--- src/rtl/referee_pkg.sv ---
// Shared definitions for the tug-of-war round referee.
//   state_t             : referee FSM states (PLAY, HOLD, OVER)
//   WIN_*               : encodings driven on the 2-bit winner output
//   SEG_0 .. SEG_9      : active-low 7-segment patterns, bit order {g,f,e,d,c,b,a}
//   SEG_BLANK           : all segments off
package referee_pkg;

  typedef enum logic [1:0] {
    PLAY = 2'd0,
    HOLD = 2'd1,
    OVER = 2'd2
  } state_t;

  localparam logic [1:0] WIN_NONE  = 2'b00;
  localparam logic [1:0] WIN_LEFT  = 2'b10;
  localparam logic [1:0] WIN_RIGHT = 2'b01;

  localparam logic [6:0] SEG_0     = 7'b1000000;
  localparam logic [6:0] SEG_1     = 7'b1111001;
  localparam logic [6:0] SEG_2     = 7'b0100100;
  localparam logic [6:0] SEG_3     = 7'b0110000;
  localparam logic [6:0] SEG_4     = 7'b0011001;
  localparam logic [6:0] SEG_5     = 7'b0010010;
  localparam logic [6:0] SEG_6     = 7'b0000010;
  localparam logic [6:0] SEG_7     = 7'b1111000;
  localparam logic [6:0] SEG_8     = 7'b0000000;
  localparam logic [6:0] SEG_9     = 7'b0010000;
  localparam logic [6:0] SEG_BLANK = 7'b1111111;

endpackage

--- src/rtl/seg7_digit.sv ---
// Combinational 4-bit to 7-segment decoder, active-low outputs.
//   value    in  4  binary digit value
//   segments out 7  {g..a}, 0 = segment lit; values above 9 are blanked
module seg7_digit
  import referee_pkg::*;
(
  input  logic [3:0] value,
  output logic [6:0] segments
);

  always_comb begin
    segments = SEG_BLANK;
    case (value)
      4'd0: segments = SEG_0;
      4'd1: segments = SEG_1;
      4'd2: segments = SEG_2;
      4'd3: segments = SEG_3;
      4'd4: segments = SEG_4;
      4'd5: segments = SEG_5;
      4'd6: segments = SEG_6;
      4'd7: segments = SEG_7;
      4'd8: segments = SEG_8;
      4'd9: segments = SEG_9;
      default: segments = SEG_BLANK;
    endcase
  end

endmodule

--- src/rtl/round_referee.sv ---
// Round referee for the tug-of-war playfield: detects round wins from the
// edge lights and key pulses, keeps both scores, recentres the field after a
// short winner-hold period and freezes the game once MAX_SCORE is reached.
//   clk            in   system clock
//   reset          in   synchronous, active-high reset
//   L, R           in   one-cycle key pulses (already synchronised)
//   edge_left_on   in   leftmost playfield light lit
//   edge_right_on  in   rightmost playfield light lit
//   resetround     out  recentre request to every playfield light
//   left_score     out  left player round wins
//   right_score    out  right player round wins
//   winner         out  10 = left, 01 = right, 00 = none
//   game_over      out  a player has reached MAX_SCORE
//   hex_left       out  active-low 7-segment image of left_score
//   hex_right      out  active-low 7-segment image of right_score
module round_referee
  import referee_pkg::*;
#(
  parameter int SCORE_W     = 3,
  parameter int MAX_SCORE   = 7,
  parameter int HOLD_CYCLES = 4
) (
  input  logic               clk,
  input  logic               reset,
  input  logic               L,
  input  logic               R,
  input  logic               edge_left_on,
  input  logic               edge_right_on,
  output logic               resetround,
  output logic [SCORE_W-1:0] left_score,
  output logic [SCORE_W-1:0] right_score,
  output logic [1:0]         winner,
  output logic               game_over,
  output logic [6:0]         hex_left,
  output logic [6:0]         hex_right
);

  localparam int                 CNT_W     = $clog2(HOLD_CYCLES + 1);
  localparam logic [CNT_W-1:0]   HOLD_LOAD = CNT_W'(HOLD_CYCLES - 1);
  localparam logic [SCORE_W-1:0] MAX_VAL   = SCORE_W'(MAX_SCORE);
  localparam logic [SCORE_W-1:0] ONE       = SCORE_W'(1);

  state_t             state_reg, state_next;
  logic [CNT_W-1:0]   cnt_reg, cnt_next;
  logic [SCORE_W-1:0] left_reg, left_next;
  logic [SCORE_W-1:0] right_reg, right_next;
  logic [1:0]         winner_reg, winner_next;

  // The two conditions exclude each other, so a simultaneous L+R never scores.
  logic left_win, right_win;
  assign left_win  = edge_left_on & L & ~R;
  assign right_win = edge_right_on & R & ~L;

  always_ff @(posedge clk) begin
    if (reset) begin
      state_reg  <= PLAY;
      cnt_reg    <= '0;
      left_reg   <= '0;
      right_reg  <= '0;
      winner_reg <= WIN_NONE;
    end else begin
      state_reg  <= state_next;
      cnt_reg    <= cnt_next;
      left_reg   <= left_next;
      right_reg  <= right_next;
      winner_reg <= winner_next;
    end
  end

  always_comb begin
    state_next  = state_reg;
    cnt_next    = cnt_reg;
    left_next   = left_reg;
    right_next  = right_reg;
    winner_next = winner_reg;
    resetround  = 1'b0;

    case (state_reg)
      PLAY: begin
        if (left_win) begin
          left_next   = left_reg + ONE;
          winner_next = WIN_LEFT;
          if (left_next == MAX_VAL) begin
            state_next = OVER;
          end else begin
            state_next = HOLD;
            cnt_next   = HOLD_LOAD;
          end
        end else if (right_win) begin
          right_next  = right_reg + ONE;
          winner_next = WIN_RIGHT;
          if (right_next == MAX_VAL) begin
            state_next = OVER;
          end else begin
            state_next = HOLD;
            cnt_next   = HOLD_LOAD;
          end
        end
      end

      // Keys and edge lights are ignored here; the counter reaching zero marks
      // the single cycle in which the light cells are told to recentre.
      HOLD: begin
        if (cnt_reg != '0) begin
          cnt_next = cnt_reg - CNT_W'(1);
        end else begin
          resetround  = 1'b1;
          state_next  = PLAY;
          winner_next = WIN_NONE;
        end
      end

      // Holding resetround keeps the field centred and frozen until reset.
      OVER: begin
        resetround = 1'b1;
      end

      default: begin
        state_next = PLAY;
      end
    endcase
  end

  assign left_score  = left_reg;
  assign right_score = right_reg;
  assign winner      = winner_reg;
  assign game_over   = (state_reg == OVER);

  // Scores never exceed 9, so truncating or zero-extending to 4 bits is lossless.
  logic [3:0] digit_val [2];
  logic [6:0] digit_seg [2];
  assign digit_val[0] = 4'(left_reg);
  assign digit_val[1] = 4'(right_reg);

  genvar gi;
  generate
    for (gi = 0; gi < 2; gi++) begin : g_digit
      seg7_digit u_digit (
        .value    (digit_val[gi]),
        .segments (digit_seg[gi])
      );
    end
  endgenerate

  assign hex_left  = digit_seg[0];
  assign hex_right = digit_seg[1];

endmodule

--- config.mk ---
export PLATFORM = sky130hd
export DESIGN_NAME = round_referee
export DESIGN_NICKNAME = d
export VERILOG_FILES = /design/src/rtl/referee_pkg.sv /design/src/rtl/seg7_digit.sv /design/src/rtl/round_referee.sv
export SDC_FILE = /design/constraint.sdc
export NUM_CORES = 1
export LEC_CHECK = 0
export ABC_AREA = 1
export BUFFER_PORTS_ARGS = -buffer_cell sky130_fd_sc_hd__clkbuf_2
export CAP_MARGIN = 20
export CORE_AREA = 2 2 71 73
export CTS_CLUSTER_SIZE = 30
export DETAILED_ROUTE_END_ITERATION = 10
export DIE_AREA = 0 0 73 75
export PLACE_DENSITY = 0.55
export REMOVE_ABC_BUFFERS = 1
export SYNTH_ARGS = -nofsm -noshare
export SYNTH_HDL_FRONTEND = slang
export SYNTH_SLANG_ARGS = --single-unit
--- constraint.sdc ---
create_clock -name clk -period 2.05 [get_ports clk]
set_clock_uncertainty 0.15 [all_clocks]
set_input_delay 0.41 -clock clk [delete_from_list [all_inputs] [get_ports clk]]
set_output_delay 0.41 -clock clk [all_outputs]
set_load 0.005 [all_outputs]
==> results_dict.tcl, run 1 <==
set metrics [dict create \
    largest_reg_flops 14 \
    synth-async-reset-ratio 0 \
    status "completed" \
    setup_viol 0 \
    p_total_mw 1.733 \
    hold_class "in -> reg" \
    post_synth_num_cell_types 22 \
    power.density_nw_per_um2 1029 \
    critical_path.max_fanout 3 \
    drv_slew 0 \
    final-hold-violation-count 0 \
    cp.arrival_ps 1300 \
    worstHoldStart "reset" \
    initial_utilization 0.2972 \
    clock_tree.buffer_depth 2 \
    cts_tree "built" \
    path_class "reg -> out" \
    port_buffers 29 \
    grt_max_degree 15 \
    cts-root-buf "clkbuf_8" \
    mostFrequentLayoutCell "nand2_1" \
    leakagePower_nw 0.9272 \
    dp_hpwl_mm 2.084 \
    viasPerCell 4.282 \
    htree_levels 1 \
    end_kind "output pin" \
    num_antenna_cells 0 \
    drc_errors 0 \
    cp-start-kind "flop" \
    tightest_slew_ps 242.4 \
    synth_edf_count 0 \
    min_period_ps 1862 \
    rsz0062_at_grt "false" \
    cts_resized 0 \
    first_global_vias 1122 \
    fillerInstances 507 \
    final_cell_mix "nand2_1, clkbuf_2, inv_1, dfxtp_1, ha_1" \
    ys.flop_type "dfxtp_1" \
    drive_gt1_frac 0.2237 \
    holdPathStages 2 \
    post_drt_wl_per_cell_um 9.571 \
    cts_buffers 3 \
    slew-limit-headroom 0.8378 \
    dieArea_sq_um 5475 \
    vias 1169 \
    grt_usage 0.1065 \
    cap_viol_max_count 0 \
    yosysWarnings 0 \
    post_cts_buffers 0 \
    reg2reg_depth 8 \
    synth-seq-cells 27 \
    dp_slack_ps 96.36 \
    fin_crit_sh 0.9084 \
    seq_area_frac_synth 0.3902 \
    tns_ps 0 \
    synth_cells 183 \
    clkTransAtPathRegs_ps 90 \
    ioPinCount 30 \
    r2r_slack_ps 210 \
    grt.overflow.total 0 \
    dieHeight_um 75 \
    finalWirelength_mm 2.613 \
    layout.nets 245 \
    insertion_delay_ps 270 \
    fmax_mhz 537.0 \
    coreArea_sq_um 4661 \
    rows 25 \
    hold_end "winner[1]" \
    peakVddDrop_v 0.0004901 \
    syn_avg_cell_area_sq_um 7.569 \
    drtIter0Drc 29 \
    die_w_um 73 \
    place_congestion 0.7598 \
    finalWorstSetupSlack_ps 187.8 \
    synth_area_sq_um 1385 \
    syn_to_final_growth_pct 21.68 \
    dr.pass1.iters 4 \
    holdBufCountCts 0 \
    cts_sinks 27 \
    antenna_found_initial 0 \
    r2r_end "g_digit[0].u_digit.segments[3]" \
    grt_pass1_wl_mm 4.616 \
    rr_startpoint "state_reg[1]" \
    required_ps 1490 \
    ant_nets 0 \
]
[worst max-delay path by stage]
stage	cells after the start	end	slack, ps	from
CTS	9	g_digit[0].u_digit.segments[3]	40	state_reg[1]
global placement	9	g_digit[0].u_digit.segments[3]	140	state_reg[0]
finish	5	resetround	190	state_reg[1]
global route	8	g_digit[0].u_digit.segments[3]	2	state_reg[1]
detailed placement	9	g_digit[0].u_digit.segments[3]	100	state_reg[1]
floorplan	10	g_digit[1].u_digit.segments[3]	230	state_reg[0]
[synthesized netlist by cell type, types with 2 or more instances]
master	number	area, sq um
nand2_1	49	183.9
inv_1	28	105.1
dfxtp_1	27	540.5
ha_1	19	237.7
nor2_1	15	56.30
nand3_1	12	60.06
o21ai_0	10	50.05
inv_2	3	11.26
nand3_2	3	30.03
o21ai_1	3	15.01
a21oi_1	2	10.01
nor2_2	2	12.51
[kinds of logic after synthesis]
kind of cell    after synthesis  synth area share
compound gates               19           0.07769
fa+ha+maj                    19            0.1716
buf+inv                      34           0.09394
flops                        27            0.3902
simple gates                 84            0.2665
[metrics by stage]
step | util | cells | hold WS (ps) | instance area [sq um]
final | 0.3616 | 273 | 191.8 | 1685
after global routing | 0.3616 | 273 | 193.9 | 1685
after CTS | 0.3579 | 273 | 194.4 | 1668
after detailed placement | 0.3482 | 269 | 324.0 | 1623
after global placement | 0.3482 | 269 | 320.3 | 1623
after floorplan | - | 182 | 301.6 | 1380
[cell type report]
cell class,count,area [sq um],area share
Inverter,33,125.1,0.07424
Sequential cell,27,540.5,0.3207
Multi-Input combinational cell,122,732.0,0.4343
Tap cell,54,67.56,0.04009
Timing Repair Buffer,33,175.2,0.1039
Clock buffer,4,45.04,0.02673
[per-layer routing]
metal | vias up | GRT usage | part of all wire
met3 | 2 | 0.02276 | 0.031
met2 | 13 | 0.1992 | 0.50
met5 | - | 0 | 0
met1 | 520 | 0.1215 | 0.46
li1 | 634 | - | -
met4 | 0 | 0.03086 | 0.0080
[worst max-delay path, stage by stage, from the launching register on]
cell	delay [ps]
dfxtp_1	340
inv_1	120
ha_1	190
nand3_1	110
a21boi_1	140
clkbuf_2	130
[report_power, final]
group / switching (mW) / total (mW) / internal (mW)
clock: 0.161 / 0.300 / 0.139
sequential: 0.0558 / 0.694 / 0.638
combinational: 0.424 / 0.739 / 0.314
Note: power is estimated with default switching activity, not from simulation.
==> inputs of run 2 (changes only) <==
--- a/config.mk
+++ b/config.mk
@@ -8,12 +8,13 @@
 export ABC_AREA = 1
 export BUFFER_PORTS_ARGS = -buffer_cell sky130_fd_sc_hd__clkbuf_2
 export CAP_MARGIN = 20
-export CORE_AREA = 2 2 71 73
+export CORE_AREA = 2 2 67 69
 export CTS_CLUSTER_SIZE = 30
 export DETAILED_ROUTE_END_ITERATION = 10
-export DIE_AREA = 0 0 73 75
-export PLACE_DENSITY = 0.55
+export DIE_AREA = 0 0 69 71
+export PLACE_DENSITY = 0.54
 export REMOVE_ABC_BUFFERS = 1
 export SYNTH_ARGS = -nofsm -noshare
 export SYNTH_HDL_FRONTEND = slang
+export SYNTH_HIERARCHICAL = 1
 export SYNTH_SLANG_ARGS = --single-unit
==> results_dict.tcl, run 2 <==
set metrics [dict create \
    status "completed" \
    end_kind "output pin" \
    rsz0062_at_grt "false" \
    netSwitchingPower_mw 0.5305 \
    clock_tree.buffer_depth 2 \
    post-synth-top-count-cell "nand2_1" \
    die_w_um 69 \
    yosysWarnings 6 \
    synth-async-reset-ratio 0 \
    path_cells "inv_1, ha_1, nand2_1, nand3_1, nand2_1, clkbuf_2" \
    cap_viol_max_count 0 \
    synth_area_leader_cell "dfxtp_1" \
    syn_avg_cell_area_sq_um 6.452 \
    critical_path.max_fanout 7 \
    num_antenna_cells 0 \
    post_synth_num_cell_types 23 \
    seqPwrFrac 0.283 \
    cts-root-buf "clkbuf_8" \
    cts_sinks 13 \
    cpMostUsedCell "nand2_1" \
    port_buffers 29 \
    grt_usage 0.1089 \
    grt_pass1_wl_mm 4.485 \
    r2r_slack_ps 440 \
    pwr-share-comb 0.529 \
    cp.arrival_ps 1410 \
    hold_end "left_score[2]" \
    rr_startpoint "left_score[1]" \
    fillerInstances 489 \
    holdPathStages 2 \
    met1_length_mm 1.213 \
    synth_cells 185 \
    yosysTopAreaCellShare 0.2180 \
    antenna_found_initial 0 \
    dp_slack_ps 296.8 \
    synth_edf_count 0 \
    dr.pass1.iters 4 \
    cts_buffers 3 \
    clkTransAtPathRegs_ps 60 \
    post_drt_wl_per_cell_um 8.996 \
    min_period_ps 1972 \
    synth-seq-cells 13 \
    rows 24 \
    synth_area_sq_um 1194 \
    synth.area.top_cells "dfxtp_1, ha_1, nand2_1" \
    seq_area_frac_synth 0.2180 \
    place_congestion 0.7515 \
    fmax_mhz 507.2 \
    final_core_util 0.3539 \
    regArea_sq_um 262.8 \
    p_total_mw 1.250 \
    path_class "reg -> out" \
    syn_to_final_growth_pct 24.63 \
    cpMaxStageDelayCell "dfxtp_1" \
    reg2reg_depth 10 \
    coreArea_sq_um 4204 \
    r2r_end "cnt_reg[0]" \
    worstHoldStart "reset" \
    layout.nets 251 \
    grt_max_degree 11 \
    tns_ps 0 \
    cpPeakStageDelay_ps 440 \
    multiInputGateArea_sq_um 813.3 \
    setup_viol 0 \
    ioPinCount 30 \
    ys.flop_type "dfxtp_1" \
    insertion_delay_ps 240 \
    required_ps 1490 \
    dr_wl_met3_um 105 \
    dieHeight_um 71 \
    drc_errors 0 \
    dieArea_sq_um 4899 \
    mostFrequentLayoutCell "nand2_1" \
    vias 1167 \
    route.met2.wl_mm 1.137 \
    hold_slack_ps 237.5 \
    cp-start-kind "flop" \
    highest_layer "met4" \
    dp_hpwl_mm 2.032 \
    synth_common_cells "nand2_1, inv_1, ha_1, nand3_1" \
    initial_utilization 0.2839 \
    htree_levels 1 \
    drive_gt1_frac 0.2444 \
    viasPerCell 4.213 \
    p_int_mw 0.7192 \
    drtIter0Drc 21 \
    drv_slew 0 \
    ant_nets 0 \
    fin_crit_sh 0.9618 \
    finalWorstSetupSlack_ps 78.41 \
    finalWirelength_mm 2.492 \
    p_clk_frac 0.188 \
    final-hold-violation-count 0 \
    peakVddDrop_v 0.0004512 \
    switching_share 0.4245 \
    cts_tree "built" \
    leakagePower_nw 0.8293 \
    holdBufCountCts 0 \
    final_cell_mix "nand2_1, inv_1, clkbuf_2, nand3_1, ha_1" \
    hold_class "in -> reg" \
    first_global_vias 1074 \
    grt.overflow.total 0 \
    power.density_nw_per_um2 840.0 \
]
[run 2: cell count changes after synthesis, moves of 5 or more]
cell | previous run | this run
nand3_1 | 12 | 18
nor2_1 | 15 | 4
dfxtp_1 | 27 | 13
o21ai_0 | 10 | 5
a21oi_1 | 2 | 13
[run 2: final cells by class]
type	count	share of cell area
Tap cell	52	0.04373
Sequential cell	13	0.1766
Timing Repair Buffer	31	0.1077
Inverter	37	0.09504
Multi-Input combinational cell	140	0.5467
Clock buffer	4	0.03028
[run 2: power by group through the flow]
stage	clock (mW)	sequential [mW]	combinational, mW
4_1_cts	0.240	0.354	0.668
3_3_place_gp	0	0.357	0.661
6_report	0.235	0.354	0.661
3_5_place_dp	0	0.357	0.662
5_1_grt	0.254	0.362	0.777
2_1_floorplan	0	0.357	0.488
[run 2: worst max-delay path by stage]
stage                  startpoint     endpoint  cells past startpoint
finish              left_score[1]  hex_left[3]                      6
global route         state_reg[1]   resetround                      5
floorplan           left_score[1]  hex_left[3]                      5
CTS                  state_reg[1]   resetround                      5
detailed placement   state_reg[1]   resetround                      5
global placement     state_reg[1]   resetround                      5
[run 2: logic make-up after synthesis]
| kind of cell | count (synthesis) | synth area share |
|---|---|---|
| and+or+nand+nor | 92 | 0.3564 |
| DFF | 13 | 0.2180 |
| other | 1 | 0.003142 |
| adders and majority gates | 19 | 0.1992 |
| AOI/OAI and AO/OA | 23 | 0.1048 |
| buffers and inverters | 37 | 0.1184 |
[run 2: metrics by stage]
stage | cells | cell area [sq um]
floorplan | 190 | 1212
global placement | 273 | 1438
detailed placement | 273 | 1438
CTS | 277 | 1483
global route | 277 | 1488
finish | 277 | 1488
[run 2: critical path, delay by kind of cell (launching register included)]
kind	cells	cell delay, ps
adder cells (fa/ha/maj)	1	280
buffers and inverters	2	220
flip-flops	1	440
AND/OR/NAND/NOR	3	230
[run 2: per-layer routing]
layer	vias up	track usage
met4	0	0.05229
met1	489	0.1377
met5	-	0
met2	23	0.1838
met3	4	0.01425
li1	651	-
[run 2: timing repair]
item | 4_1_cts | 5_1_grt
endpoints found under the setup margin | 0 | 4
setup buffers | 0 | 0
gates resized for setup | 0 | 3
